**config.mk**
```make
export PLATFORM = sky130hd
export DESIGN_NAME = instr_dispatch_fsm_flat
export DESIGN_NICKNAME = d
export VERILOG_FILES = /design/src/rtl/instr_dispatch_fsm_if.sv /design/src/rtl/instr_dispatch_fsm.sv /design/src/flat_wrapper.sv
export SDC_FILE = /design/constraint.sdc
export NUM_CORES = 1
export LEC_CHECK = 0
export ABC_AREA = 1
export BUFFER_PORTS_ARGS = -buffer_cell sky130_fd_sc_hd__buf_2
export CAP_MARGIN = 40
export CORE_ASPECT_RATIO = 1.1
export CORE_MARGIN = 1.5
export CORE_UTILIZATION = 30
export CTS_BUF_LIST = sky130_fd_sc_hd__clkbuf_4 sky130_fd_sc_hd__clkbuf_8 sky130_fd_sc_hd__clkbuf_16
export DETAILED_ROUTE_END_ITERATION = 16
export MAX_ROUTING_LAYER = met4
export SLEW_MARGIN = 0
export SYNTH_ARGS = -nofsm -noshare
export SYNTH_HDL_FRONTEND = slang
export SYNTH_SLANG_ARGS = --single-unit
```
**constraint.sdc**
```tcl
create_clock -name i_clock -period 1.4 [get_ports i_clock]
set_input_delay 0.07 -clock i_clock [delete_from_list [all_inputs] [get_ports i_clock]]
set_output_delay 0.07 -clock i_clock [all_outputs]
set_load 0.005 [all_outputs]
```
**src/rtl/instr_dispatch_fsm_if.sv**
```systemverilog
// rtl/instr_dispatch_fsm_if.sv - instruction fetch and execution-FSM handshake bundle
interface instr_dispatch_fsm_if #(
    parameter int ADDR_W  = 8,
    parameter int INSTR_W = 20
);
    logic [ADDR_W-1:0]  imem_addr;
    logic               imem_req;
    logic               imem_valid;
    logic [INSTR_W-1:0] imem_data;
    logic [3:0]         fsm_start;
    logic [3:0]         opcode;
    logic [5:0]         param1;
    logic [5:0]         param2;
    logic               fsm_done;

    modport master (
        output imem_addr, imem_req, fsm_start, opcode, param1, param2,
        input  imem_valid, imem_data, fsm_done
    );
    modport slave (
        input  imem_addr, imem_req, fsm_start, opcode, param1, param2,
        output imem_valid, imem_data, fsm_done
    );
endinterface

```
**src/rtl/instr_dispatch_fsm.sv**
```systemverilog
// rtl/instr_dispatch_fsm.sv - fetch/decode/issue sequencer for the execution FSMs
// Optional WAIT_DONE watchdog enabled by defining DISPATCH_TIMEOUT_EN.
module instr_dispatch_fsm #(
    parameter int ADDR_W  = 8,
    parameter int INSTR_W = 20
`ifdef DISPATCH_TIMEOUT_EN
    ,
    parameter int TIMEOUT_CYCLES = 64
`endif
) (
    input  logic                 i_clock,
    input  logic                 i_reset_n,
    input  logic                 i_run,
    instr_dispatch_fsm_if.master bus,
    output logic                 o_busy,
    output logic                 o_halted,
    output logic                 o_illegal_instr,
    output logic                 o_timeout_err
);
    typedef enum logic [2:0] {
        S_IDLE, S_FETCH, S_DECODE, S_ISSUE, S_WAIT_DONE, S_ADVANCE, S_HALT
    } state_t;

    localparam logic [3:0] CLS_NOP   = 4'h0;
    localparam logic [3:0] CLS_LOAD  = 4'h1;
    localparam logic [3:0] CLS_ALU   = 4'h2;
    localparam logic [3:0] CLS_STORE = 4'h3;
    localparam logic [3:0] CLS_HALT  = 4'hF;

    state_t             r_state, w_state_nxt;
    logic [ADDR_W-1:0]  r_pc;
    logic [INSTR_W-1:0] r_word;
    logic [3:0]         r_start, r_opcode;
    logic [5:0]         r_param1, r_param2;
    logic               r_req, r_busy, r_halted, r_illegal;
    logic [3:0]         w_class, w_start_nxt;
    logic               w_capture, w_latch, w_pc_inc, w_illegal_nxt;

    assign w_class = r_word[INSTR_W-1 -: 4];

`ifdef DISPATCH_TIMEOUT_EN
    localparam int CNT_W = $clog2(TIMEOUT_CYCLES) + 1;
    logic [CNT_W-1:0] r_wait_cnt;
    logic             r_timeout, w_timeout_nxt, w_wait_expired;

    // Terminal WAIT_DONE cycle is the TIMEOUT_CYCLES-th one since entry.
    assign w_wait_expired = (r_wait_cnt == CNT_W'(TIMEOUT_CYCLES - 1));
`endif

    always_comb begin
        w_state_nxt   = r_state;
        w_capture     = 1'b0;
        w_latch       = 1'b0;
        w_pc_inc      = 1'b0;
        w_illegal_nxt = 1'b0;
        w_start_nxt   = 4'h0;
`ifdef DISPATCH_TIMEOUT_EN
        w_timeout_nxt = 1'b0;
`endif
        case (r_state)
            S_IDLE:   if (i_run) w_state_nxt = S_FETCH;
            S_FETCH: begin
                if (bus.imem_valid) begin
                    w_capture   = 1'b1;
                    w_state_nxt = S_DECODE;
                end
            end
            S_DECODE: begin
                w_latch = 1'b1;
                case (w_class)
                    CLS_LOAD, CLS_ALU, CLS_STORE: begin
                        w_start_nxt = w_class;
                        w_state_nxt = S_ISSUE;
                    end
                    CLS_NOP:  w_state_nxt = S_ADVANCE;
                    CLS_HALT: w_state_nxt = S_HALT;
                    default: begin
                        w_illegal_nxt = 1'b1;
                        w_state_nxt   = S_ADVANCE;
                    end
                endcase
            end
            S_ISSUE:  w_state_nxt = S_WAIT_DONE;
            S_WAIT_DONE: begin
                if (bus.fsm_done) begin
                    w_state_nxt = S_ADVANCE;
                end
`ifdef DISPATCH_TIMEOUT_EN
                else if (w_wait_expired) begin
                    w_timeout_nxt = 1'b1;
                    w_state_nxt   = S_ADVANCE;
                end
`endif
            end
            S_ADVANCE: begin
                w_pc_inc    = 1'b1;
                w_state_nxt = i_run ? S_FETCH : S_IDLE;
            end
            S_HALT:   w_state_nxt = S_HALT;
            default:  w_state_nxt = S_IDLE;
        endcase
    end

    // Outputs are registered from the next state so they line up with it.
    always_ff @(posedge i_clock or negedge i_reset_n) begin
        if (!i_reset_n) begin
            r_state   <= S_IDLE;
            r_req     <= 1'b0;
            r_busy    <= 1'b0;
            r_halted  <= 1'b0;
            r_start   <= 4'h0;
            r_illegal <= 1'b0;
        end else begin
            r_state   <= w_state_nxt;
            r_req     <= (w_state_nxt == S_FETCH);
            r_busy    <= (w_state_nxt != S_IDLE) && (w_state_nxt != S_HALT);
            r_halted  <= (w_state_nxt == S_HALT);
            r_start   <= w_start_nxt;
            r_illegal <= w_illegal_nxt;
        end
    end

    always_ff @(posedge i_clock or negedge i_reset_n) begin
        if (!i_reset_n) begin
            r_pc     <= '0;
            r_word   <= '0;
            r_opcode <= 4'h0;
            r_param1 <= 6'h0;
            r_param2 <= 6'h0;
        end else begin
            if (w_capture) r_word <= bus.imem_data;
            if (w_latch) begin
                r_opcode <= r_word[INSTR_W-5 -: 4];
                r_param1 <= r_word[11:6];
                r_param2 <= r_word[5:0];
            end
            if (w_pc_inc) r_pc <= r_pc + ADDR_W'(1);
        end
    end

`ifdef DISPATCH_TIMEOUT_EN
    always_ff @(posedge i_clock or negedge i_reset_n) begin
        if (!i_reset_n) begin
            r_wait_cnt <= '0;
            r_timeout  <= 1'b0;
        end else begin
            r_timeout <= w_timeout_nxt;
            if (r_state == S_ISSUE) r_wait_cnt <= '0;
            else if (r_state == S_WAIT_DONE) r_wait_cnt <= r_wait_cnt + CNT_W'(1);
        end
    end
    assign o_timeout_err = r_timeout;
`else
    assign o_timeout_err = 1'b0;
`endif

    assign bus.imem_addr   = r_pc;
    assign bus.imem_req    = r_req;
    assign bus.fsm_start   = r_start;
    assign bus.opcode      = r_opcode;
    assign bus.param1      = r_param1;
    assign bus.param2      = r_param2;
    assign o_busy          = r_busy;
    assign o_halted        = r_halted;
    assign o_illegal_instr = r_illegal;
endmodule

```
**src/flat_wrapper.sv**
```systemverilog
// flat-port wrapper written by rule: the top's interface ports become plain ports
module instr_dispatch_fsm_flat 
#(
    parameter int ADDR_W  = 8,
    parameter int INSTR_W = 20

)
  (i_clock, i_reset_n, i_run, o_busy, o_halted, o_illegal_instr, o_timeout_err, bus_imem_addr, bus_imem_req, bus_fsm_start, bus_opcode, bus_param1, bus_param2, bus_imem_valid, bus_imem_data, bus_fsm_done);
  instr_dispatch_fsm_if #(.ADDR_W(ADDR_W), .INSTR_W(INSTR_W)) bus_i ();
  input  logic i_clock;
  input  logic i_reset_n;
  input  logic i_run;
  output logic o_busy;
  output logic o_halted;
  output logic o_illegal_instr;
  output logic o_timeout_err;
  output wire logic [$bits(bus_i.imem_addr)-1:0] bus_imem_addr;
  output wire logic [$bits(bus_i.imem_req)-1:0] bus_imem_req;
  output wire logic [$bits(bus_i.fsm_start)-1:0] bus_fsm_start;
  output wire logic [$bits(bus_i.opcode)-1:0] bus_opcode;
  output wire logic [$bits(bus_i.param1)-1:0] bus_param1;
  output wire logic [$bits(bus_i.param2)-1:0] bus_param2;
  input wire logic [$bits(bus_i.imem_valid)-1:0] bus_imem_valid;
  input wire logic [$bits(bus_i.imem_data)-1:0] bus_imem_data;
  input wire logic [$bits(bus_i.fsm_done)-1:0] bus_fsm_done;
  assign bus_imem_addr = bus_i.imem_addr;
  assign bus_imem_req = bus_i.imem_req;
  assign bus_fsm_start = bus_i.fsm_start;
  assign bus_opcode = bus_i.opcode;
  assign bus_param1 = bus_i.param1;
  assign bus_param2 = bus_i.param2;
  assign bus_i.imem_valid = bus_imem_valid;
  assign bus_i.imem_data = bus_imem_data;
  assign bus_i.fsm_done = bus_fsm_done;
  instr_dispatch_fsm #(.ADDR_W(ADDR_W), .INSTR_W(INSTR_W)) u_core (.i_clock(i_clock), .i_reset_n(i_reset_n), .i_run(i_run), .bus(bus_i), .o_busy(o_busy), .o_halted(o_halted), .o_illegal_instr(o_illegal_instr), .o_timeout_err(o_timeout_err));
endmodule
```
==> metrics.md, run 1 <==
| Metric | Value |
|---|---|
| Placed cell area | `~2700 um2` |
| Clock-pin slew on the worst setup and hold paths | `0.10 ns` |
| Slew Limit Fails | `0` |
| Static Leak | `1.62 nW` |
| Clock share of power | `0.186` |
| Synth area leaders | `dfrtp_1 62%, nand2_1 17%, o21ai_1 2.7%` |
| Worst-path fanout max | `16` |
| GR Util met2 | `0.229` |
| # IOs | `between 50 and 60` |
| Clock skew | `approximately 0.0079 ns` |
| Synth Register Bits | `55` |
| Final core occ | `0.420` |
| Maximum clock rate | `0.786 GHz` |
| Worst Path Class, Setup | `reg -> reg` |
| Post-synthesis simple-gate area fraction | `0.244` |
| GR Layer Usage met3 | `0.0309` |
| Initial Utilization | `0.313` |
| CTS tree | `yes` |
| Most frequent cell after synthesis | `nand2_1` |
| Routed Wire Length | `4.74 mm` |
| Worst r2r src | `u_core.r_state[2]` |
| R2R Path End | `u_core.r_word[16]` |
| PortBufs | `56` |
| Failing checks | `DRC, hold timing` |
| Pre-antenna DRT Iters | `10` |
| Yosys top cell by area | `dfrtp_1` |
| Min cycle time layout | `~1.3 ns` |
| Bufs and invs on worst path | `2` |
| Status | `finished, violations left` |
| Non-Filler Instances | `around 420` |
| Hold path depth | `3` |
| RSZ-0062 raised after global routing | `false` |
| GRT met1 Usage | `0.161` |
| Worst-Skew Late Latency | `roughly 0.30 ns` |
| Sequential share of power | `0.466` |
| Max-cap violations | `0` |
| Critical Path Start Type | `flip-flop` |
| Synth Area in Adders | `0.00564` |
| Root Buffer | `clkbuf_8` |
| GRT busiest layer | `met2` |
| Critical Path AT | `1.51 ns` |
| Setup crit end kind | `flip-flop` |
| Vias per Instance | `~4.4` |
| Final #Nets | `~360` |
| Core Region | `7090 um2` |
| Final HPWL DP | `roughly 3.5 mm` |
| Mapped cell area | `2220 um2` |
| Count of cell types in the netlist | `22` |
| Synth Area in XOR/XNOR | `0.0237` |
| Largest family of logic cells by synthesized area | `simple AND/OR/NAND/NOR gates` |
| Crit-path cells | `inv_2 > nand3_2 > nor2_4 > buf_4 > nand2_1 > o21ai_1` |
| Async set or reset register ratio after synthesis | `1.00` |
| Sequential area share after synthesis | `0.620` |
| Placed Cells incl. Taps | `390` |
| Setup Viol. Count Final | `0` |
| Grt total ovfl | `0` |
| Mux cell area share after synthesis | `0` |
| Layout filler cell count | `roughly 730` |
| Die H | `93.2 um` |
| Commonest cells post-synth | `101 x nand2_1, 55 x dfrtp_1, 16 x inv_1, 12 x o21ai_1, 11 x nor2_1` |
| Die Wd | `85.0 um` |
| Worst path required time | `around 1.6 ns` |
| Final hold violations | `1` |
| H-tree depth | `2` |
| Comb pwr share | `0.348` |
| Clk sink count | `55` |
| Layout cells sized above 1 | `0.265` |
| Biggest cell delay along the critical path | `0.47 ns` |
| Syn avg cell area | `roughly 9.1 um2` |
| ANT cells | `0` |
| Final ANT Viol Nets | `0` |
| Post-synth EDFFs | `0` |
| Via count | `1818` |
| Vias in the first global route | `1886` |
| Hold crit path type | `in -> reg` |
| Hold path endpoint | `u_core.r_word[11]` |
| Power per standard cell area | `approximately 1900 nW/um2` |
| Die ar. | `~7900 um2` |
| Total CTS buffers | `5` |
| Iter 0 DRT Violations | `56` |
| Initial antenna violation count | `0` |
| Std-Cell Rows | `32` |
| Critical-path top delay cell | `dfrtp_2` |
| Switching pwr | `slightly below 2 mW` |
| Critical path's top delay family | `flip-flops` |
| Post-synthesis compound-gate area fraction | `0.0496` |
| Largest net degree at the start of global routing | `19` |
| Wire per inst | `about 11 um` |
| Reg2Reg Depth | `6` |
| CTS Buffer Depth | `2` |
| R2r setup slk | `between 0.1 and 0.15 ns` |
| Internal | `roughly 3.5 mW` |
| Final design instance area without fill | `2980 um2` |
| Final setup TNS | `0 ns` |
| DRC Markers | `4` |
| Final Cycle Share | `0.908` |
| Syn Inst Count | `about 250` |
| Max VDD drop | `roughly 0.64 mV` |
| Main synth FF type | `dfrtp_1` |
| Layout area overhead | `34.1%` |
| First-pass GRT wire length | `approximately 8.3 mm` |
| Total GRT Usage | `0.134` |
| Post-synth top area share | `0.620` |
| Switching Fraction | `0.361` |
| Total number of yosys warnings | `0` |
| Final Wtd Congestion | `approximately 0.8` |
| Hold wc startpoint | `bus_imem_data[11]` |
| Worst hold slack | `-0.00102 ns` |
registers in the layout, summed over array words and instances, names as in the netlist:
name                    count
u_core.r_word              20
u_core.bus.imem_addr        8
u_core.bus.param1           6
u_core.bus.param2           6
u_core.bus.fsm_start        4
u_core.bus.opcode           4
u_core.r_state              3
u_core.bus.imem_req         1
u_core.o_busy               1
u_core.o_halted             1
u_core.o_illegal_instr      1
placed cells by master, fill, tap and decap left out, types with 2 or more instances in the layout:
cell,instances
nand3_2,2
conb_1,3
o21ai_1,12
xor2_1,3
nand2_1,101
buf_4,7
xnor2_1,3
nor2_2,3
buf_2,56
nor3_1,3
o21ai_0,8
dfrtp_1,54
dlygate4sd3_1,20
a21oi_1,2
nand3_1,6
clkbuf_8,5
inv_2,7
inv_1,16
buf_12,2
nor2_1,11
power groups by stage:
stage                     combinational [mW]  clock [mW]  sequential [mW]
after floorplan                         1.17           0             2.58
after global placement                  1.84           0             2.58
after detailed placement                1.90           0             2.60
after CTS                               1.96        1.07             2.57
after global routing                    2.24        1.13             2.66
final                                   1.92        1.02             2.57
metrics by stage:
stage | worst slack [ns] | total power, mW | hold slack, ns
final | 0.128 | 5.51 | -0.00102
after CTS | 0.0985 | 5.60 | 0.00135
after floorplan | 0.264 | 3.75 | -0.226
after detailed placement | 0.119 | 4.51 | 0.0451
after global routing | 0.0126 | 6.03 | 0.00508
after global placement | 0.184 | 4.42 | 0.0414
tightest hold or removal path, cell delays in order:
cell and delay, ns:
buf_2 0.08, nand2_1 0.04, o21ai_1 0.07
how the worst max path moves through the flow:
stage	start	end	slack (ns)	cells past startpoint
final	u_core.r_state[2]	u_core.r_word[16]	0.13	6
after global routing	u_core.r_state[2]	u_core.r_word[7]	0.01	6
after CTS	u_core.r_state[2]	u_core.r_word[11]	0.1	6
after detailed placement	u_core.r_state[2]	u_core.r_word[16]	0.12	6
after global placement	u_core.r_state[2]	u_core.r_word[11]	0.18	6
after floorplan	u_core.r_state[2]	u_core.o_busy	0.26	8
final cells by class:
type	count	area [um2]	area share
flip-flops and latches	55	1380	0.463
inverters	23	86.3	0.0290
multi-input cells	162	727	0.244
well taps	85	106	0.0357
repair buffers	85	573	0.193
clock buffers	5	68.8	0.0231
clock inverters	2	37.5	0.0126
per-layer routing:
layer,vias to the layer above,share of wire
met5,-,0
met4,0,0.0086
met3,4,0.040
met2,40,0.49
met1,853,0.47
li1,921,-
cell families (layout without fill, tap and decap cells):
group                    Yosys count  count (layout)
other                              1               3
XOR/XNOR                           6               6
buffers and inverters             30             115
adder cells (fa/ha/maj)            1               1
AND/OR/NAND/NOR                  130             130
AO/OA/AOI/OAI                     22              22
flip-flops                        55              55
repair_timing:
action / 4_1_cts / 5_1_grt
endpoints found under the setup margin: 0 / 1
hold buffers: 20 / 0
setup buffers: 0 / 0
hold endpoints to repair: 34 / 0
gates resized for setup: 0 / 1
(Power assumes the default switching activity.)
==> inputs of run 2 (changes only) <==
--- a/config.mk
+++ b/config.mk
@@ -13,7 +13,6 @@
 export CORE_UTILIZATION = 30
 export CTS_BUF_LIST = sky130_fd_sc_hd__clkbuf_4 sky130_fd_sc_hd__clkbuf_8 sky130_fd_sc_hd__clkbuf_16
 export DETAILED_ROUTE_END_ITERATION = 16
-export MAX_ROUTING_LAYER = met4
 export SLEW_MARGIN = 0
 export SYNTH_ARGS = -nofsm -noshare
 export SYNTH_HDL_FRONTEND = slang
==> run 2 against run 1 <==
Net effect:
- the flow still finishes with violations (DRC, hold timing)
- flip-flop and latch count stayed put
- core utilization stayed put
- non-clock buffer count stayed put
- global-route usage is 0.36 points lower
- cell count stayed put
- first-iteration DRC count is 3.6% higher
- clock-buffer cell count stayed put
- clock skew hardly changed
- largest cell class unchanged
- highest routed layer unchanged
==> metrics.md, run 2 (synthesized netlist as in run 1, its figures left out) <==
| Metric | Value |
|---|---|
| Critical path's top delay family | `flip-flops` |
| Worst r2r src | `u_core.r_state[2]` |
| Clock skew | `0.00745 ns (-0.000437 ns)` |
| Iter 0 DRT Violations | `58 (+3.6%)` |
| Total power | `5.51 mW (about the same)` |
| Root Buffer | `clkbuf_8` |
| Layout filler cell count | `731 (unchanged)` |
| Max VDD drop | `0.645 mV (unchanged)` |
| Die ar. | `7920 um2 (unchanged)` |
| Final #Nets | `358 (unchanged)` |
| H-tree depth | `2 (unchanged)` |
| Internal | `3.52 mW (about the same)` |
| Die H | `93.2 um (unchanged)` |
| Sequential share of power | `0.466 (about the same)` |
| Std-Cell Rows | `32 (unchanged)` |
| Placed Cells incl. Taps | `390 (unchanged)` |
| Worst Path Class, Setup | `reg -> reg` |
| Critical Path Start | `u_core.r_state[2]` |
| RSZ-0062 raised after global routing | `false` |
| Layout area overhead | `34.1% (unchanged)` |
| Die Wd | `85.0 um (unchanged)` |
| Max-cap violations | `0 (unchanged)` |
| Clock-pin slew on the worst setup and hold paths | `0.10 ns (about the same)` |
| Bufs and invs on worst path | `2 (unchanged)` |
| Status | `finished, violations left` |
| Via count | `1819 (+0.055%)` |
| DRC Markers | `4 (unchanged)` |
| Crit-path cells | `inv_2 > nand3_2 > nor2_4 > buf_4 > nand2_1 > o21ai_1` |
| Grt total ovfl | `0 (unchanged)` |
| Worst hold slack | `-0.00106 ns (-0.0000341 ns)` |
| ANT cells | `0 (unchanged)` |
| PortBufs | `56 (unchanged)` |
| Switching Fraction | `0.361 (about the same)` |
| Final core occ | `0.420 (unchanged)` |
| Critical-path top delay cell | `dfrtp_2` |
| Failing checks | `DRC, hold timing` |
| Slew Limit Fails | `0 (unchanged)` |
| Vias per Instance | `4.36 (about the same)` |
| Setup slack after layout | `0.128 ns (+0.00000600 ns)` |
| CTS tree | `yes` |
| Final design instance area without fill | `2980 um2 (unchanged)` |
| Worst path required time | `1.64 ns (about the same)` |
| Core Region | `7090 um2 (unchanged)` |
| Setup Viol. Count Final | `0 (unchanged)` |
| Most common cell after layout, fill and taps aside | `nand2_1` |
| Maximum clock rate | `0.786 GHz (about the same)` |
| Min cycle time layout | `1.27 ns (-0.00000600 ns)` |
| Final hold violations | `1 (unchanged)` |
| Critical Path AT | `1.51 ns (about the same)` |
| Most frequent cells in the layout | `101 x nand2_1, 56 x buf_2, 54 x dfrtp_1` |
| Final Wtd Congestion | `0.792 (-1.4%)` |
| Total CTS buffers | `5 (unchanged)` |
| Setup crit end kind | `flip-flop` |
| Max FFs per register | `20 (unchanged)` |
| Total GRT Usage | `0.130 (-0.00362)` |
| Layout cells sized above 1 | `0.265 (unchanged)` |
| Static Leak | `1.62 nW (unchanged)` |
| Most flops, register | `u_core.r_word` |
| Initial Utilization | `0.313 (unchanged)` |
| Power per standard cell area | `1850 nW/um2 (about the same)` |
| Clock share of power | `0.186 (about the same)` |
| # IOs | `58 (unchanged)` |
| Comb pwr share | `0.348 (about the same)` |
| Hold wc startpoint | `bus_imem_data[11]` |
| Place WS | `0.119 ns (unchanged)` |
| Pre-antenna DRT Iters | `10 (unchanged)` |
| Switching pwr | `1.99 mW (about the same)` |
| Final ANT Viol Nets | `0 (unchanged)` |
| Critical Path Start Type | `flip-flop` |
| First-pass GRT wire length | `8.25 mm (unchanged)` |
| Worst-path fanout max | `16 (unchanged)` |
| Final HPWL DP | `3.52 mm (unchanged)` |
| Final setup TNS | `0 ns (unchanged)` |
| Hold crit path type | `in -> reg` |
| Non-Filler Instances | `417 (unchanged)` |
| Initial antenna violation count | `0 (unchanged)` |
| Placed cell area | `2670 um2 (unchanged)` |
| Biggest cell delay along the critical path | `0.47 ns (about the same)` |
| Vias in the first global route | `1886 (unchanged)` |
| Routed Wire Length | `4.75 mm (about the same)` |
| Wire per inst | `11.4 um (about the same)` |
| Worst-Skew Late Latency | `0.30 ns (about the same)` |
| Largest net degree at the start of global routing | `19 (unchanged)` |
| Final Cycle Share | `0.908 (about the same)` |
| Clk sink count | `55 (unchanged)` |
| CTS Buffer Depth | `2 (unchanged)` |
## run 2: cell counts in the layout (fill, tap and decap cells not counted)
Identical to the previous run, type by type.
## run 2: timing repair
item | CTS | global route
hold buffers | 20 | 0
endpoints found under the setup margin | 0 | 1
hold endpoints to repair | 34 | 0
setup buffers | 0 | 0
resized for setup | 0 | 1
## run 2: final cells by class
| type | count | area (um2) | share of cell area |
|---|---|---|---|
| flip-flops and latches | 55 | 1380 | 0.463 |
| multi-input cells | 162 | 727 | 0.244 |
| repair buffers | 85 | 573 | 0.193 |
| well taps | 85 | 106 | 0.0357 |
| inverters | 23 | 86.3 | 0.0290 |
| clock buffers | 5 | 68.8 | 0.0231 |
| clock inverters | 2 | 37.5 | 0.0126 |
## run 2: worst min-delay path, cell delays in order
cell and delay [ns]:
buf_2 0.08, nand2_1 0.04, o21ai_1 0.07
## run 2: final timing paths
kind | depth (start not counted) | slack, ns | endpoint
max in group asynchronous | 3 | 0.69 | u_core.bus.param1[5]
min in group asynchronous | 2 | 0.24 | u_core.bus.imem_addr[0]
worst min register to register | 2 | 0.48 | u_core.bus.param2[4]
worst max-delay path | 6 | 0.13 | u_core.r_word[16]
worst max register to register | 6 | 0.13 | u_core.r_word[16]
worst min-delay path | 3 | -0.001 | u_core.r_word[11]
## run 2: layer usage
layer | share of wire | track usage
met1 | 0.46 | 0.160
met2 | 0.49 | 0.229
met3 | 0.042 | 0.0318
met4 | 0.0086 | 0.0328
met5 | 0 | 0
## run 2: power groups by stage
stage | Combinational [mW] | Clock (mW) | Sequential (mW)
after floorplan | 1.17 | 0 | 2.58
after global placement | 1.84 | 0 | 2.58
after detailed placement | 1.90 | 0 | 2.60
after CTS | 1.96 | 1.07 | 2.57
after global routing | 2.24 | 1.13 | 2.66
final | 1.92 | 1.02 | 2.57
